## src/rtl/eth_fcs_check_wide_pkg.sv

```systemverilog
// Shared CRC32 constants, byte-step function, status record and FSM state type
// for the wide Ethernet FCS checker.
package eth_crc_pkg;

  localparam logic [31:0] POLY_CRC    = 32'hEDB8_8320;
  localparam logic [31:0] INIT_CRC    = 32'hFFFF_FFFF;
  localparam logic [31:0] RESIDUE_CRC = 32'hDEBB_20E3;

  typedef enum logic [1:0] {
    ST_IDLE   = 2'd0,
    ST_ACTIVE = 2'd1,
    ST_REPORT = 2'd2
  } fcs_state_t;

  typedef struct packed {
    logic crc_ok;
    logic crc_err;
    logic runt;
    logic giant;
    logic keep_err;
  } fcs_status_t;

  // Reflected CRC32 update, one byte, LSB first.
  function automatic logic [31:0] crc32_byte(input logic [31:0] crc, input logic [7:0] data);
    logic [31:0] c;
    c = crc ^ {24'h0, data};
    for (int i = 0; i < 8; i++) begin
      c = c[0] ? ((c >> 1) ^ POLY_CRC) : (c >> 1);
    end
    return c;
  endfunction

endpackage

```

## src/rtl/eth_fcs_check_wide_if.sv

```systemverilog
// Receive stream plus per-frame status record of the wide FCS checker.
// Handshake: no ready; every cycle with s_valid=1 is one transferred beat.
// status_valid is a one-cycle pulse; the status_* fields hold until the next pulse.
interface eth_fcs_check_wide_if #(
  parameter int BYTES = 4,
  parameter int LEN_W = 16
);
  logic               s_valid;
  logic [8*BYTES-1:0] s_data;
  logic [BYTES-1:0]   s_keep;
  logic               s_last;

  logic               status_valid;
  logic               status_crc_ok;
  logic               status_crc_err;
  logic               status_runt;
  logic               status_giant;
  logic               status_keep_err;
  logic [LEN_W-1:0]   status_len;

  modport master (
    output s_valid, s_data, s_keep, s_last,
    input  status_valid, status_crc_ok, status_crc_err, status_runt,
    input  status_giant, status_keep_err, status_len
  );

  modport slave (
    input  s_valid, s_data, s_keep, s_last,
    output status_valid, status_crc_ok, status_crc_err, status_runt,
    output status_giant, status_keep_err, status_len
  );
endinterface

```

## src/rtl/eth_fcs_check_wide_crc32_lanes.sv

```systemverilog
// Combinational fold of the kept byte lanes of one beat into the running CRC.
// Lanes at and above the first cleared keep bit are ignored.
module crc32_lanes
  import eth_crc_pkg::*;
#(
  parameter  int BYTES = 4,
  localparam int CNT_W = $clog2(BYTES + 1)
) (
  input  logic [31:0]        crc_in,
  input  logic [8*BYTES-1:0] data,
  input  logic [BYTES-1:0]   keep,
  output logic [31:0]        crc_out,
  output logic [CNT_W-1:0]   count,
  output logic               contig
);

  logic [BYTES-1:0] mask;

  always_comb begin
    logic run;
    run     = 1'b1;
    crc_out = crc_in;
    count   = '0;
    mask    = '0;
    for (int i = 0; i < BYTES; i++) begin
      run     = run & keep[i];
      mask[i] = run;
      if (run) begin
        crc_out = crc32_byte(crc_out, data[8*i +: 8]);
        count   = count + CNT_W'(1);
      end
    end
    // Legal keep is a run of ones from lane 0 with nothing set above it.
    contig = (mask == keep);
  end

endmodule

```

## src/rtl/eth_fcs_check_wide.sv

```systemverilog
// Wide Ethernet RX FCS checker (residue method), one status record per frame.
// Optional FCS_STATS_EN adds saturating good/bad frame counters with stat_clr.
module eth_fcs_check_wide
  import eth_crc_pkg::*;
#(
  parameter int BYTES   = 4,
  parameter int LEN_W   = 16,
  parameter int MIN_LEN = 64,
  parameter int MAX_LEN = 1522
) (
  input  logic                 aclk,
  input  logic                 aresetn,
  eth_fcs_check_wide_if.slave  s,
`ifdef FCS_STATS_EN
  input  logic                 stat_clr,
  output logic [31:0]          stat_good,
  output logic [31:0]          stat_bad,
`endif
  output fcs_state_t           dbg_state
);

  localparam int CNT_W = $clog2(BYTES + 1);

  fcs_state_t       state;
  logic [31:0]      crc_reg;
  logic [LEN_W-1:0] len;
  logic             keep_err_acc;

  logic             status_valid_q;
  fcs_status_t      status_q;
  logic [LEN_W-1:0] status_len_q;

  logic [31:0]      crc_next;
  logic [CNT_W-1:0] lane_cnt;
  logic             lane_contig;
  logic [LEN_W:0]   len_sum;
  logic [LEN_W-1:0] len_next;
  logic             kerr_next;
  fcs_status_t      stat_next;

  crc32_lanes #(.BYTES(BYTES)) u_lanes (
    .crc_in  (crc_reg),
    .data    (s.s_data),
    .keep    (s.s_keep),
    .crc_out (crc_next),
    .count   (lane_cnt),
    .contig  (lane_contig)
  );

  always_comb begin
    len_sum   = {1'b0, len} + (LEN_W+1)'(lane_cnt);
    len_next  = len_sum[LEN_W] ? '1 : len_sum[LEN_W-1:0];
    kerr_next = keep_err_acc |
                (s.s_last ? !lane_contig : (s.s_keep != {BYTES{1'b1}}));
    stat_next.keep_err = kerr_next;
    stat_next.crc_ok   = (crc_next == RESIDUE_CRC) && !kerr_next;
    stat_next.crc_err  = !((crc_next == RESIDUE_CRC) && !kerr_next);
    stat_next.runt     = 32'(len_next) < 32'(MIN_LEN);
    stat_next.giant    = 32'(len_next) > 32'(MAX_LEN);
  end

  // Accumulators are cleared on the s_last beat itself, so a beat arriving in
  // REPORT folds into INIT without any special casing; no beat is ever lost.
  always_ff @(posedge aclk or negedge aresetn) begin
    if (!aresetn) begin
      state          <= ST_IDLE;
      crc_reg        <= INIT_CRC;
      len            <= '0;
      keep_err_acc   <= 1'b0;
      status_valid_q <= 1'b0;
      status_q       <= '0;
      status_len_q   <= '0;
    end else begin
      status_valid_q <= 1'b0;
      if (s.s_valid) begin
        if (s.s_last) begin
          state          <= ST_REPORT;
          status_valid_q <= 1'b1;
          status_q       <= stat_next;
          status_len_q   <= len_next;
          crc_reg        <= INIT_CRC;
          len            <= '0;
          keep_err_acc   <= 1'b0;
        end else begin
          state          <= ST_ACTIVE;
          crc_reg        <= crc_next;
          len            <= len_next;
          keep_err_acc   <= kerr_next;
        end
      end else if (state == ST_REPORT) begin
        state <= ST_IDLE;
      end
    end
  end

  assign s.status_valid    = status_valid_q;
  assign s.status_crc_ok   = status_q.crc_ok;
  assign s.status_crc_err  = status_q.crc_err;
  assign s.status_runt     = status_q.runt;
  assign s.status_giant    = status_q.giant;
  assign s.status_keep_err = status_q.keep_err;
  assign s.status_len      = status_len_q;
  assign dbg_state         = state;

`ifdef FCS_STATS_EN
  always_ff @(posedge aclk or negedge aresetn) begin
    if (!aresetn) begin
      stat_good <= '0;
      stat_bad  <= '0;
    end else if (stat_clr) begin
      stat_good <= '0;
      stat_bad  <= '0;
    end else if (status_valid_q) begin
      if (status_q.crc_ok && (stat_good != '1)) stat_good <= stat_good + 32'd1;
      if (status_q.crc_err && (stat_bad != '1)) stat_bad <= stat_bad + 32'd1;
    end
  end
`endif

endmodule

```

## src/flat_wrapper.sv

```systemverilog
// flat-port wrapper written by rule: the top's interface ports become plain ports
module eth_fcs_check_wide_flat import eth_crc_pkg::*;
#(
  parameter int BYTES   = 4,
  parameter int LEN_W   = 16,
  parameter int MIN_LEN = 64,
  parameter int MAX_LEN = 1522
)
  (aclk, aresetn, dbg_state, s_s_valid, s_s_data, s_s_keep, s_s_last, s_status_valid, s_status_crc_ok, s_status_crc_err, s_status_runt, s_status_giant, s_status_keep_err, s_status_len);
  eth_fcs_check_wide_if #(.BYTES(BYTES), .LEN_W(LEN_W)) s_i ();
  input  logic aclk;
  input  logic aresetn;
  output fcs_state_t dbg_state;
  input wire logic [$bits(s_i.s_valid)-1:0] s_s_valid;
  input wire logic [$bits(s_i.s_data)-1:0] s_s_data;
  input wire logic [$bits(s_i.s_keep)-1:0] s_s_keep;
  input wire logic [$bits(s_i.s_last)-1:0] s_s_last;
  output wire logic [$bits(s_i.status_valid)-1:0] s_status_valid;
  output wire logic [$bits(s_i.status_crc_ok)-1:0] s_status_crc_ok;
  output wire logic [$bits(s_i.status_crc_err)-1:0] s_status_crc_err;
  output wire logic [$bits(s_i.status_runt)-1:0] s_status_runt;
  output wire logic [$bits(s_i.status_giant)-1:0] s_status_giant;
  output wire logic [$bits(s_i.status_keep_err)-1:0] s_status_keep_err;
  output wire logic [$bits(s_i.status_len)-1:0] s_status_len;
  assign s_i.s_valid = s_s_valid;
  assign s_i.s_data = s_s_data;
  assign s_i.s_keep = s_s_keep;
  assign s_i.s_last = s_s_last;
  assign s_status_valid = s_i.status_valid;
  assign s_status_crc_ok = s_i.status_crc_ok;
  assign s_status_crc_err = s_i.status_crc_err;
  assign s_status_runt = s_i.status_runt;
  assign s_status_giant = s_i.status_giant;
  assign s_status_keep_err = s_i.status_keep_err;
  assign s_status_len = s_i.status_len;
  eth_fcs_check_wide #(.BYTES(BYTES), .LEN_W(LEN_W), .MIN_LEN(MIN_LEN), .MAX_LEN(MAX_LEN)) u_core (.aclk(aclk), .aresetn(aresetn), .s(s_i), .dbg_state(dbg_state));
endmodule
```

## config.mk

```make
export PLATFORM = sky130hd
export DESIGN_NAME = eth_fcs_check_wide_flat
export DESIGN_NICKNAME = d
export VERILOG_FILES = /design/src/rtl/eth_fcs_check_wide_pkg.sv /design/src/rtl/eth_fcs_check_wide_if.sv /design/src/rtl/eth_fcs_check_wide_crc32_lanes.sv /design/src/rtl/eth_fcs_check_wide.sv /design/src/flat_wrapper.sv
export SDC_FILE = /design/constraint.sdc
export NUM_CORES = 1
export LEC_CHECK = 0
export ABC_AREA = 0
export BUFFER_PORTS_ARGS = -buffer_cell sky130_fd_sc_hd__buf_2
export CAP_MARGIN = 15
export CORE_ASPECT_RATIO = 1.75
export CORE_MARGIN = 4
export CORE_UTILIZATION = 57
export DETAILED_ROUTE_END_ITERATION = 16
export PLACE_DENSITY_LB_ADDON = 0.15
export SYNTH_ARGS = -nofsm -noshare
export SYNTH_HDL_FRONTEND = slang
export SYNTH_HIERARCHICAL = 1
export SYNTH_SLANG_ARGS = --single-unit
export TNS_END_PERCENT = 50
```

## constraint.sdc

```tcl
create_clock -name aclk -period 5.3 [get_ports aclk]
set_input_delay 0 -clock aclk [delete_from_list [all_inputs] [get_ports aclk]]
set_output_delay 0 -clock aclk [all_outputs]
set_load 0.05 [all_outputs]
```

==> flow_summary.ini <==
[synth]
synthTopCellsByCount = xnor2_1, nor2_1, a21oi_1, nand2_1, xor2_1
ys_warn_count = 6
synth.distinct_cells = 85
synthesis.nets = 1004
synth.most_common_cell = xnor2_1
synth_area_leaders = xnor2_1, dfrtp_1, dfstp_2
synthCells = 959
synth_edf_count = 0
synth_seq_cells = 73
synth.avg_cell_area_um2 = 9.369
synthesis.area_um2 = 8985
ys.flop_type = dfrtp_1
yosysTopAreaCell = xnor2_1
ys_seq_area_frac = 0.2078
synth_top_area_frac = 0.1423
ys_async_sr_fraction = 1.000

[global_route]
gr-total-overflow = 0
grt_pass1_wl_um = 49130
grt_max_degree = 88
grtUsageMet1 = 0.3791
grt_pass1_vias = 8511
antenna_found_initial = 3
met2_usage = 0.6551
met3_usage = 0.05141
busiest_layer = met2
grt_use_total = 0.3732

[floorplan]
fp.dieH_um = 174.1
die_w_um = 102.9
pin_count = 64
core_region_area_um2 = 15460
initial_utilization = 0.5810
dieArea_um2 = 17910
rows = 60

[place]
port_buffers = 63
dpl.hpwl_um = 26390
gp_congestion = 0.9692
dp_cells = 1388

[min_path]
min_path_type = primary input to flip-flop
hp-start = s_s_keep[3]
min_path_cells = 4
worstHoldEndpoint = u_core/keep_err_acc

[critical_path]
cp_slowest_cell = dfstp_2
cpPeakStageDelay_ns = 0.60
startpoint_type = flip-flop
r2r-end = u_core/s.status_crc_err
timing.critical_path.required_ns = 5.52
path_buf_inv = 3
rr_worst_depth = 22
crit_path_end_kind = flip-flop
arrival_ns = 6.24
critical_path.top_delay_family = XOR/XNOR gates
worstPathMaxFanout = 4
crit_chain = xnor2_4 > xnor3_2 > mux2i_4 > buf_6 > xnor3_1 > xor3_1 > o221ai_4 > xor2_2 > nand3_2 > and3_1 > o31ai_4 > buf_4 > buf_6 > xor2_4 > xnor3_2 > nand3_1 > or3b_4 > nand4b_1 > nor4_2 > nand4_1 > nor4_4 > nor2_1
r2r_slack_ns = -0.72
timing.rr.start = u_core/crc_reg[3]
crit_type = flip-flop to flip-flop

[timing]
finalCritPeriodShare = 1.136
slew_violations = 0
fin_crit_ns = 6.020
hold_violations = 0
finalSetupTns_ns = -1.908
rsz0062_at_grt = yes
fin_worst_skew_ns = 0.007061
worst_slack_ns = -0.7197
relSlewSlack = 0.2578
setup-violations-final = 8
tightest_slew_ns = 1.113
max_freq_mhz = 166.1

[clock_network]
ctsHtreeMaxLevel = 3
cts_sinks = 73
cts_max_path_buffers = 2
numCtsBuffers = 9
tritoncts = yes
cts_root_buffer = clkbuf_16
clk_pin_slew_worst_paths_ns = 0.06
clock_latency_ns = 0.34

[run_status]
status = complete, but fails checks
violations = negative setup slack

[final_layout]
stdcell_count = 1446
synthToLayoutAreaGrowth_pct = 36.05
nNetsFinal = 1298
largest_register_ffs = 32
layout-drive-gt1-share = 0.4070

[drt]
drc = 0
postRouteAntennaNets = 0
wl_per_cell_um = 23.17
viasPerCell = 5.852
dr.pass1.iters = 5
first_iter_violations = 488
routed_wl_um = 33500
vias = 8462

[job]
drv_cap = 0
[tightest hold or removal path, delay by kind of cell]
family | cells | cell delay, ns
compound gates | 1 | 0.09
buf+inv | 1 | 0.16
simple gates | 2 | 0.25
[cell usage in the layout (no fill, tap or decap), drive strengths merged, types with 7 or more instances in the layout]
cell    synthesis  routed
nor3           11      11
nand2          68      68
mux2i          49      49
xnor2         169     169
dfrtp          41      41
xnor3          37      37
xor2           61      61
buf            17     332
a21o           11      11
nor2          109     109
inv            25      27
o21ai          55      55
nand3          15      15
o22ai          19      19
clkbuf         33      11
dfstp          32      32
xor3           13      13
a21oi          78      78
nor4            7       7
[stage by stage]
| stage | worst slack [ns] | hold slack, ns | util | area (um^2) |
|---|---|---|---|---|
| finish | -0.7197 | 0.2063 | 0.7905 | 12220 |
| global route | -0.9895 | 0.2269 | 0.7901 | 12220 |
| CTS | -0.4634 | 0.1865 | 0.7557 | 11690 |
| detailed placement | -0.6133 | 0.1803 | 0.7186 | 11110 |
| global placement | -0.5155 | 0.1810 | 0.7186 | 11110 |
| floorplan | -0.2661 | -0.2956 | - | 9015 |
[final cells by class]
type	count	area [um^2]
diodes	2	5.005
inverters	26	97.59
clock inverters	5	82.58
flip-flops and latches	73	1867
clock buffers	11	264.0
well taps	186	232.7
repair buffers	333	2445
multi-input cells	810	7231
fillers	1032	3241
[cells by family after synthesis]
group | share of synthesized area
simple gates | 0.1402
mux | 0.06684
compound gates | 0.1472
fa+ha+maj | 0.007799
buf+inv | 0.03384
flops | 0.2078
xor+xnor | 0.3963
[layer usage]
metal  up-vias  wire length [um]
li1       3906                 -
met2       352             17730
met4         0              3461
met1      4054             10690
met5         -                 0
met3       150              1621
[worst max-delay path by stage]
stage | startpoint | cells after the start | endpoint | slack [ns]
finish | u_core/crc_reg[3] | 22 | u_core/s.status_crc_err | -0.72
floorplan | u_core/crc_reg[7] | 18 | u_core/s.status_crc_err | -0.27
global route | u_core/crc_reg[3] | 22 | u_core/s.status_crc_err | -0.99
detailed placement | u_core/crc_reg[1] | 20 | u_core/s.status_crc_err | -0.61
CTS | u_core/crc_reg[5] | 21 | u_core/s.status_crc_err | -0.46
global placement | u_core/crc_reg[1] | 20 | u_core/s.status_crc_err | -0.52
[repair_timing]
action                                  CTS  global route
gates resized for setup                  25            63
pin swaps                                13            44
hold buffers                              1             0
endpoints found under the setup margin    8            23
endpoints found under the hold margin    41             0
buffers inserted                         11            29
Power is not shown: default switching activity piles up to over one toggle a cycle in this logic, so the estimate is an artifact.
